<file path="config.mk">
export PLATFORM = sky130hd
export DESIGN_NAME = pair_match_scorer
export DESIGN_NICKNAME = d
export VERILOG_FILES = /design/src/rtl/pair_match_scorer.sv
export SDC_FILE = /design/constraint.sdc
export NUM_CORES = 1
export LEC_CHECK = 0
export CAP_MARGIN = 15
export CORE_ASPECT_RATIO = 0.9
export CORE_MARGIN = 5
export CORE_UTILIZATION = 40
export DETAILED_ROUTE_END_ITERATION = 7
export PLACE_DENSITY = 0.76
export REMOVE_ABC_BUFFERS = 1
export SLEW_MARGIN = 20
export SYNTH_ARGS = -nofsm -noshare
export SYNTH_HDL_FRONTEND = slang
export SYNTH_SLANG_ARGS = --single-unit
</file>
<file path="constraint.sdc">
create_clock -name clk -period 5.2 [get_ports clk]
set_input_delay 0.52 -clock clk [delete_from_list [all_inputs] [get_ports clk]]
set_output_delay 0.52 -clock clk [all_outputs]
set_load 0.01 [all_outputs]
</file>
<file path="src/rtl/pair_match_scorer.sv">
// Pair-equality window scorer; optional self-compare checking via PAIR_MATCH_DIAG_EN.
// Result valid 1 cycle after the last beat of a window; input stalls (in_ready=0) while the result is held.
module pair_match_scorer #(
   parameter int WINDOW = 4
) (
   input  logic        clk,
   input  logic        areset,
   input  logic        in_valid,
   output logic        in_ready,
   input  logic [24:0] eq_vec,
   output logic        out_valid,
   input  logic        out_ready,
   output logic [7:0]  score_sum,
   output logic [3:0]  full_match_cnt,
   output logic        diag_err
);

   typedef enum logic {ACCUM, HOLD} state_t;

   localparam logic [3:0] LAST_BEAT = 4'(WINDOW - 1);

   state_t     state, state_nxt;
   logic [3:0] beat_cnt;
   logic [7:0] acc_sum;
   logic [3:0] acc_full;
   logic       accept;
   logic       release_res;

   function automatic logic [4:0] popcount25(input logic [24:0] v);
      logic [4:0] n;
      n = 5'd0;
      for (int i = 0; i < 25; i++) n = n + {4'd0, v[i]};
      return n;
   endfunction

   always_ff @(posedge clk or posedge areset) begin
      if (areset) state <= ACCUM;
      else        state <= state_nxt;
   end

   always_comb begin
      state_nxt = state;
      in_ready  = 1'b0;
      out_valid = 1'b0;
      case (state)
         ACCUM: begin
            in_ready = 1'b1;
            if (in_valid && beat_cnt == LAST_BEAT) state_nxt = HOLD;
         end
         HOLD: begin
            out_valid = 1'b1;
            if (out_ready) state_nxt = ACCUM;
         end
         default: state_nxt = ACCUM;
      endcase
   end

   assign accept      = in_valid && in_ready;
   assign release_res = out_valid && out_ready;

   always_ff @(posedge clk or posedge areset) begin
      if (areset) begin
         beat_cnt <= 4'd0;
         acc_sum  <= 8'd0;
         acc_full <= 4'd0;
      end else if (release_res) begin
         beat_cnt <= 4'd0;
         acc_sum  <= 8'd0;
         acc_full <= 4'd0;
      end else if (accept) begin
         beat_cnt <= beat_cnt + 4'd1;
         acc_sum  <= acc_sum + {3'd0, popcount25(eq_vec)};
         acc_full <= acc_full + {3'd0, &eq_vec};
      end
   end

   // Accumulators are only exposed while the result is presented.
   assign score_sum      = out_valid ? acc_sum  : 8'd0;
   assign full_match_cnt = out_valid ? acc_full : 4'd0;

`ifdef PAIR_MATCH_DIAG_EN
   logic diag_q;
   // Self-compare bits (a~^a .. e~^e) must always read 1 for a well-formed vector.
   always_ff @(posedge clk or posedge areset) begin
      if (areset)
         diag_q <= 1'b0;
      else if (accept && !(&{eq_vec[24], eq_vec[18], eq_vec[12], eq_vec[6], eq_vec[0]}))
         diag_q <= 1'b1;
   end
   assign diag_err = diag_q;
`else
   assign diag_err = 1'b0;
`endif

endmodule

</file>
# Word-level counts from Yosys, hierarchy flattened
# Cells that the tools add are included.
# totals
register_bits	17
inputBits	29
out_inout_bits	15
wordCells	51
# op_classes
add_sub_neg	27
eq_ne	1
n_mux	13
n_bitwise	1
n_reduce_logical	5
# op_table
op	count
5-bit by 1-bit adder with 5-bit output	20
25-bit AND reduction	1
8-bit two-way mux	3
4-bit two-way mux	5
8-bit by 5-bit adder with 8-bit output	1
4-bit by 1-bit adder with 5-bit output	1
3-bit by 1-bit adder with 4-bit output	1
4-bit by 1-bit adder with 4-bit output	1
4-bit by 1-bit adder with 4-bit output (second input constant)	1
4-bit by 2-bit == test with 1-bit output (second input constant)	1
1-bit two-way mux	4
2-bit by 1-bit adder with 3-bit output	1
1-bit logical AND	3
1-bit by 1-bit adder with 2-bit output	1
1-bit one-hot mux with 2 select lines	1
2-bit nonzero test	1
1-bit inverter	1

# Longest topological paths before layout
# Gate-level depths: netlist of the first run.
# depth
depth_word	27
ltp_mapped	14
depth_no_buf	14

# Least setup slack after synthesis of the first run
# No wires, ideal clock.
# synth_path
path_kind	input-to-reg
startpoint	in eq_vec[0]
endpoint	reg acc_sum[6]
t_arrival_ns	4.705
required_time_ns	5.078
setup_slack_ns	0.373
path_stages	14
cell_sequence	fa_1 > inv_1 > fa_1 > fa_1 > fa_1 > fa_1 > fa_1 > inv_1 > ha_1 > fa_1 > a211oi_1 > o21bai_1 > mux2i_1 > nand2_1
# synth_via
elab_chain_cells	27
# synth_lines
item	line	text
start, declared	10	input logic [24:0] eq_vec,
1-bit by 1-bit adder with 2-bit output	32	for (int i = 0; i < 25; i++) n = n + {4'd0, v[i]};
2-bit by 1-bit adder with 3-bit output	32	
3-bit by 1-bit adder with 4-bit output	32	
4-bit by 1-bit adder with 5-bit output	32	
5-bit by 1-bit adder with 5-bit output (20 in a row)	32	
8-bit by 5-bit adder with 8-bit output	72	acc_sum <= acc_sum + {3'd0, popcount25(eq_vec)};
8-bit two-way mux	70	end else if (accept) begin
8-bit two-way mux	66	end else if (release_res) begin
end signal, assigned	72	
end, declared	24	logic [7:0] acc_sum;
# No other way between the ends. The select of a mux whose other input is x is not followed.
# A chain may end at the register's enable or synchronous reset.

# Worst setup path after layout of the first run
# layout_path
startpoint	in eq_vec[11]
endpoint	reg acc_sum[6]
# layout_via
elab_chain_cells	17
# layout_lines
item	line
5-bit by 1-bit adder with 5-bit output (14 in a row)	32
8-bit by 5-bit adder with 8-bit output	72
8-bit two-way mux	70
8-bit two-way mux	66
# No other way between the ends. The select of a mux whose other input is x is not followed.

==> run_results.csv, run 1 <==
group,metric,value,unit
drt,routedWlPerCell,13.5,um
power,ir_worst_vdd,339,uV
grt,grt_first_pass_wirelength,6120,um
worst_setup_path,r2r_setup_slack,1320,ps
power,total_power,1650,uW
grt,grt_pass1_vias,1378,
floorplan,die-area,0.00590,mm^2
cts,cts-root-buf,"clkbuf_8",
cts,clkSinkCount,17,
sta,finalClockSkew,3.35,ps
drt,first_pass_iters,4,
floorplan,initial_core_util,40.8,%
final_layout,finalNonFillerCells,290,
sta,hold_viol_final,0,
grt,grt_max_degree,19,
sta,rsz0062_at_grt,"false",
floorplan,die_h,73.4,um
sta,min_period,5010,ps
synth,yosysSeqAreaShare,23.8,%
worst_setup_path,worst-r2r-cell-count,10,
place,port_buffers,42,
drt,drc,0,
floorplan,design.core.area,0.00437,mm^2
run_status,outcome,"completed",
worst_setup_path,start_kind,"primary input",
synth,synth_cell_types,33,
power,p_switching,781,uW
floorplan,io_pins,44,
synth,ys_warn_count,0,
sta,slew_headroom,37.8,%
final_layout,final_nets,299,
power,p_int,868,uW
power,power_leakage,0.00110,uW
hold_path,worstHoldPathType,"reg -> reg",
synth,syn_area,0.00178,mm^2
power,power-per-cell-area,710,mW/mm^2
sta,tightest_slew,907,ps
drt,ant_nets,0,
worst_setup_path,crit_fanout,3,
place,dp.cells,286,
final_layout,area_delta_synth_final,30.2,%
place,gp_congestion,0.817,
place,hpwlAfterDp,3360,um
power,clkPwrFrac,5.9,%
power,combPwrFrac,79.5,%
drt,routed_wl,3930,um
synth,syn_inst,184,
worst_setup_path,critPathKind,"in -> reg",
final_layout,n_antenna_cell,0,
grt,grt_usage,13.4,%
synth,avgSynthCellArea,9.70,um^2
hold_path,whs_endpoint,"acc_sum[7]$_DFFE_PP0P_",
hold_path,worstHoldPathCells,1,
sta,fmax,200,MHz
sta,finalMaxSlewViolations,0,
cts,cts_tree,"built",
final_layout,postLayoutCoreUtil,53.1,%
cts,htree_levels,1,
sta,setup_violations,0,
drt,dr.first_iter.drc_count,55,
worst_setup_path,arrival,5140,ps
cts,clockBufferDepth,2,
cts,clk_latency,250,ps
worst_setup_path,required,5340,ps
worst_setup_path,rr_startpoint,"acc_sum[1]$_DFFE_PP0P_",
drt,viasPerCell,5.01,
sta,period_share,96.3,%
cts,clk_pin_slew,70,ps
worst_setup_path,endpoint_kind,"flip-flop",
final_layout,design_area,0.00232,mm^2
floorplan,die_w,80.4,um
hold_path,hold_start,"acc_sum[7]$_DFFE_PP0P_",
grt,grt-ovfl-total,0,
synth,synth-seq-cells,17,
grt,antenna_found_initial,0,
drt,num_vias,1453,
place,dpl_cell_area,0.00227,mm^2
flow_run,cap_violations,0,
power,pwr-share-seq,14.6,%
floorplan,row_count,23,
worst_setup_path,rr_endpoint,"acc_sum[7]$_DFFE_PP0P_",
power,swShare,47.3,%
final_layout,drive_gt1_share,4.39,%
cts,cts_buffers,3,
cts,hold_buffers,0,
==> worst max path at each step <==
stage / end / slack, ps / depth (start not counted) / startpoint
after floorplan: acc_sum[6]$_DFFE_PP0P_ / 370 / 14 / eq_vec[0]
after global placement: acc_sum[6]$_DFFE_PP0P_ / -150 / 15 / eq_vec[0]
after detailed placement: acc_sum[6]$_DFFE_PP0P_ / -270 / 15 / eq_vec[0]
after CTS: acc_sum[6]$_DFFE_PP0P_ / 2 / 15 / eq_vec[5]
after global routing: acc_sum[7]$_DFFE_PP0P_ / 20 / 15 / eq_vec[11]
final: acc_sum[6]$_DFFE_PP0P_ / 190 / 15 / eq_vec[11]
==> layer usage <==
layer,track usage [%],vias up,routed length [um]
li1,-,713,-
met2,21.9,40,1920
met1,17.9,690,1700
met5,0,-,0
met3,1.47,10,190
met4,6.00,0,112
==> synth_stat cells <==
cell type   n  area share, %
a2111oi_0   2           0.98
a211oi_1    5            2.1
a21o_1      2           0.84
a222oi_1    1           0.56
a22o_1      5            2.5
a31oi_1     1           0.35
a32o_1      1           0.56
and2_1     11            3.9
and3_1      1           0.35
buf_2       1           0.28
buf_4       2           0.84
buf_6       1           0.63
clkbuf_1    1           0.21
conb_1      1           0.21
dfrtp_1    17             24
fa_1       19             21
ha_1       22             15
inv_1      34            7.2
mux2i_1     4            2.2
nand2_1    12            2.5
nand2b_1    1           0.35
nand3_1     4            1.1
nand4_1     8            2.8
nor2_1      2           0.42
nor2b_1     1           0.35
nor2b_2     1           0.49
nor3_1      3           0.84
nor3b_1     1           0.42
nor4b_1     1           0.49
o21ai_0    15            4.2
o21bai_1    2           0.84
or4_1       1           0.42
xnor2_1     1           0.49
==> flip-flops by register name (all words and copies together), names as in the netlist <==
name	count
state	1
acc_sum	8
acc_full	4
beat_cnt	4
==> worst max-delay path: stages <==
cell	delay [ps]
clkdlybuf4s50_1	470
fa_1	550
inv_1	50
fa_1	450
fa_1	490
fa_1	540
fa_1	430
fa_1	490
inv_1	40
ha_1	200
fa_2	370
a211oi_2	210
o21bai_1	110
mux2i_1	150
nand2_1	80
==> layout by cell type (no fill, tap or decap), types with 2 or more instances in the layout <==
cell / count
a2111oi_0: 2
a211oi_1: 4
a21o_1: 2
a22o_1: 5
and2_1: 11
buf_4: 3
clkbuf_8: 3
clkdlybuf4s50_1: 42
dfrtp_1: 17
fa_1: 18
ha_1: 22
inv_1: 34
mux2i_1: 4
nand2_1: 12
nand3_1: 4
nand4_1: 8
nor2_1: 2
nor3_1: 3
o21ai_0: 15
o21bai_1: 2
==> area by class of cell <==
cell class,count,area [um^2]
Multi-Input combinational cell,128,1200
Inverter,34,128
Timing Repair Buffer,45,443
Fill cell,409,2050
Clock inverter,1,5.00
Sequential cell,17,425
Clock buffer,3,41.3
Tap cell,62,77.6
==> power groups by stage <==
stage          Sequential (uW)  Combinational (uW)  Clock (uW)
4_1_cts                    240                1270        99.7
3_3_place_gp               241                1210           0
2_1_floorplan              224                 954           0
5_1_grt                    247                1460         106
6_report                   241                1310        97.7
3_5_place_dp               242                1260           0
==> what timing repair did <==
action                                  4_1_cts  5_1_grt
gates resized for setup                       0        2
endpoints found under the setup margin        0        3
setup buffers                                 0        0
==> stage by stage <==
step / setup slack [ps] / TNS (ps) / hold WS, ps
after floorplan: 373 / 0 / 437
after global placement: -151 / -259 / 456
after detailed placement: -268 / -600 / 472
after CTS: 1.84 / 0 / 481
after global routing: 24.6 / 0 / 498
final: 194 / 0 / 481
==> logic make-up after synthesis <==
family	Yosys count	share of synthesized area, %
compound gates	34	12.9
other cells	1	0.210
mux	4	2.24
xor+xnor	1	0.491
simple gates	47	14.4
fa+ha+maj	41	36.7
buf+inv	39	9.12
flops	17	23.8
Power figures use the tool's default switching activity.
==> run 2, diff against run 1 <==
- CORE_UTILIZATION: 40 -> 50
- PLACE_DENSITY: 0.76 -> 0.9
==> run 2 against run 1 <==
Against the previous run:
- sequential power about the same
- worst setup slack got worse by 41 ps
- global-route usage increased by 3.8 points
- non-clock buffer count decreased by 2
- total power increased by 2.6%
- largest power group unchanged
==> run_results.csv, run 2 (synthesis results as in run 1) <==
group,metric,value,unit
run_status,outcome,"completed",
drt,ant_nets,0,
cts,cts-root-buf,"clkbuf_8",
cts,cts_tree,"built",
worst_setup_path,arrival,5180,ps
power,p_int,874,uW
worst_setup_path,crit_fanout,3,
grt,grt_max_degree,19,
worst_setup_path,required,5340,ps
sta,period_share,97.1,%
worst_setup_path,worstPathCellList,"clkdlybuf4s50_1, fa_1, inv_1, fa_1, fa_1, fa_1, fa_1, fa_1, inv_1, ha_4, buf_4, a211oi_1, o21bai_1, mux2i_1, nand2_1",
drt,first_pass_iters,4,
floorplan,die_h,66.7,um
worst_setup_path,rr_startpoint,"acc_sum[1]$_DFFE_PP0P_",
power,combPwrFrac,79.8,%
final_layout,top_regs,"acc_sum x8, acc_full x4, beat_cnt x4",
drt,drc,0,
drt,routedWlPerCell,15.0,um
power,power-per-cell-area,727,mW/mm^2
drt,num_vias,1486,
drt,viasPerCell,5.50,
worst_setup_path,path_buf_inv,4,
sta,slew_headroom,30.6,%
place,gp_congestion,0.914,
worst_setup_path,critPathKind,"in -> reg",
cts,clkSinkCount,17,
worst_setup_path,rr_endpoint,"acc_sum[5]$_DFFE_PP0P_",
final_layout,top_register,"acc_sum",
cts,clk_pin_slew,80,ps
floorplan,die_w,73.0,um
final_layout,postLayoutCoreUtil,68.3,%
cts,clockBufferDepth,2,
final_layout,mostFrequentLayoutCells,"inv_1, clkdlybuf4s50_1, ha_1, fa_1, dfrtp_1",
grt,antenna_found_initial,0,
power,pwr-share-seq,14.3,%
power,power_leakage,0.00118,uW
final_layout,largest_register_ffs,8,
worst_setup_path,worst-r2r-cell-count,10,
place,port_buffers,42,
final_layout,finalNonFillerCells,270,
hold_path,whs_endpoint,"acc_full[3]$_DFFE_PP0P_",
grt,grt-ovfl-total,0,
sta,hold_viol_final,0,
grt,grt_first_pass_wirelength,6580,um
sta,finalClockSkew,13.3,ps
worst_setup_path,cp_common_cell,"fa_1",
place,hpwlAfterDp,3370,um
hold_path,worstHoldPathCells,1,
cts,clk_latency,260,ps
power,swShare,48.3,%
floorplan,die-area,0.00486,mm^2
power,total_power,1690,uW
power,clkPwrFrac,5.9,%
worst_setup_path,endpoint_kind,"flip-flop",
flow_run,cap_violations,0,
floorplan,io_pins,44,
grt,grt_pass1_vias,1528,
floorplan,design.core.area,0.00340,mm^2
drt,routed_wl,4050,um
worst_setup_path,crit_path_top_delay_cell,"fa_1",
place,dp.cells,266,
place,dpl_worst_slack,-349,ps
cts,cts_buffers,3,
cts,hold_buffers,0,
worst_setup_path,start_kind,"primary input",
final_layout,fillers,281,
hold_path,hold_start,"acc_full[3]$_DFFE_PP0P_",
sta,setup_violations,0,
final_layout,drive_gt1_share,4.87,%
worst_setup_path,r2r_setup_slack,1330,ps
cts,htree_levels,1,
hold_path,worstHoldPathType,"reg -> reg",
grt,grt_usage,17.2,%
drt,dr.first_iter.drc_count,87,
sta,min_period,5050,ps
sta,finalMaxSlewViolations,0,
final_layout,area_delta_synth_final,30.4,%
power,ir_worst_vdd,448,uV
floorplan,row_count,20,
floorplan,initial_core_util,52.4,%
final_layout,n_antenna_cell,0,
sta,fmax,198,MHz
worst_setup_path,crit_family,"adder cells",
sta,fin_ws,153,ps
power,p_switching,817,uW
worst_setup_path,slowest_delay,550,ps
final_layout,final_nets,297,
sta,tightest_slew,1010,ps
[run 2: cell count changes in the layout (fill, tap and decap cells not counted)]
cell             delta
a211oi_1            -1
dlymetal6s2s_1      +9
clkdlybuf4s50_1     -9
ha_1                -1
a211oi_2            +1
inv_2               +1
inv_1               -1
ha_4                +1
buf_4               -2
[run 2: area by class of cell]
type	instances	area, um^2	share of cell area [%]
well taps	44	55.1	2.37
repair buffers	43	450	19.4
inverters	34	128	5.49
multi-input cells	128	1220	52.5
clock buffers	3	41.3	1.78
clock inverters	1	5.00	0.215
flip-flops and latches	17	425	18.3
[run 2: worst max path at each step]
stage,cells after the start,slack (ps),startpoint,to
4_1_cts,15,50,eq_vec[0],acc_sum[6]$_DFFE_PP0P_
3_3_place_gp,15,-160,eq_vec[0],acc_sum[6]$_DFFE_PP0P_
5_1_grt,15,-6,eq_vec[21],acc_sum[6]$_DFFE_PP0P_
6_report,15,150,eq_vec[21],acc_sum[5]$_DFFE_PP0P_
2_1_floorplan,14,370,eq_vec[0],acc_sum[6]$_DFFE_PP0P_
3_5_place_dp,15,-350,eq_vec[0],acc_sum[6]$_DFFE_PP0P_
[run 2: timing repair]
item,4_1_cts,5_1_grt
setup endpoints to repair,2,4
pin swaps,0,10
resized for setup,2,13
setup buffers,0,0
[run 2: power by group through the flow]
stage,logic (uW),registers [uW],clock network [uW]
after floorplan,954,224,0
after global placement,1180,239,0
after detailed placement,1230,243,0
after CTS,1290,240,99.4
after global routing,1520,247,105
final,1350,242,100
[run 2: stage by stage]
stage / hold slack (ps) / TNS, ps / cell area, um^2
floorplan: 437 / 0 / 1750
global placement: 455 / -233 / 2230
detailed placement: 470 / -998 / 2230
CTS: 482 / 0 / 2290
global route: 496 / -5.99 / 2330
finish: 477 / 0 / 2330
[run 2: metal layers]
metal	part of all wire [%]	global-route usage, %	vias to the layer above
li1	-	-	713
met2	52	31.8	46
met3	5.0	1.06	6
met1	41	21.2	721
met5	0	0	-
met4	1.5	5.53	0
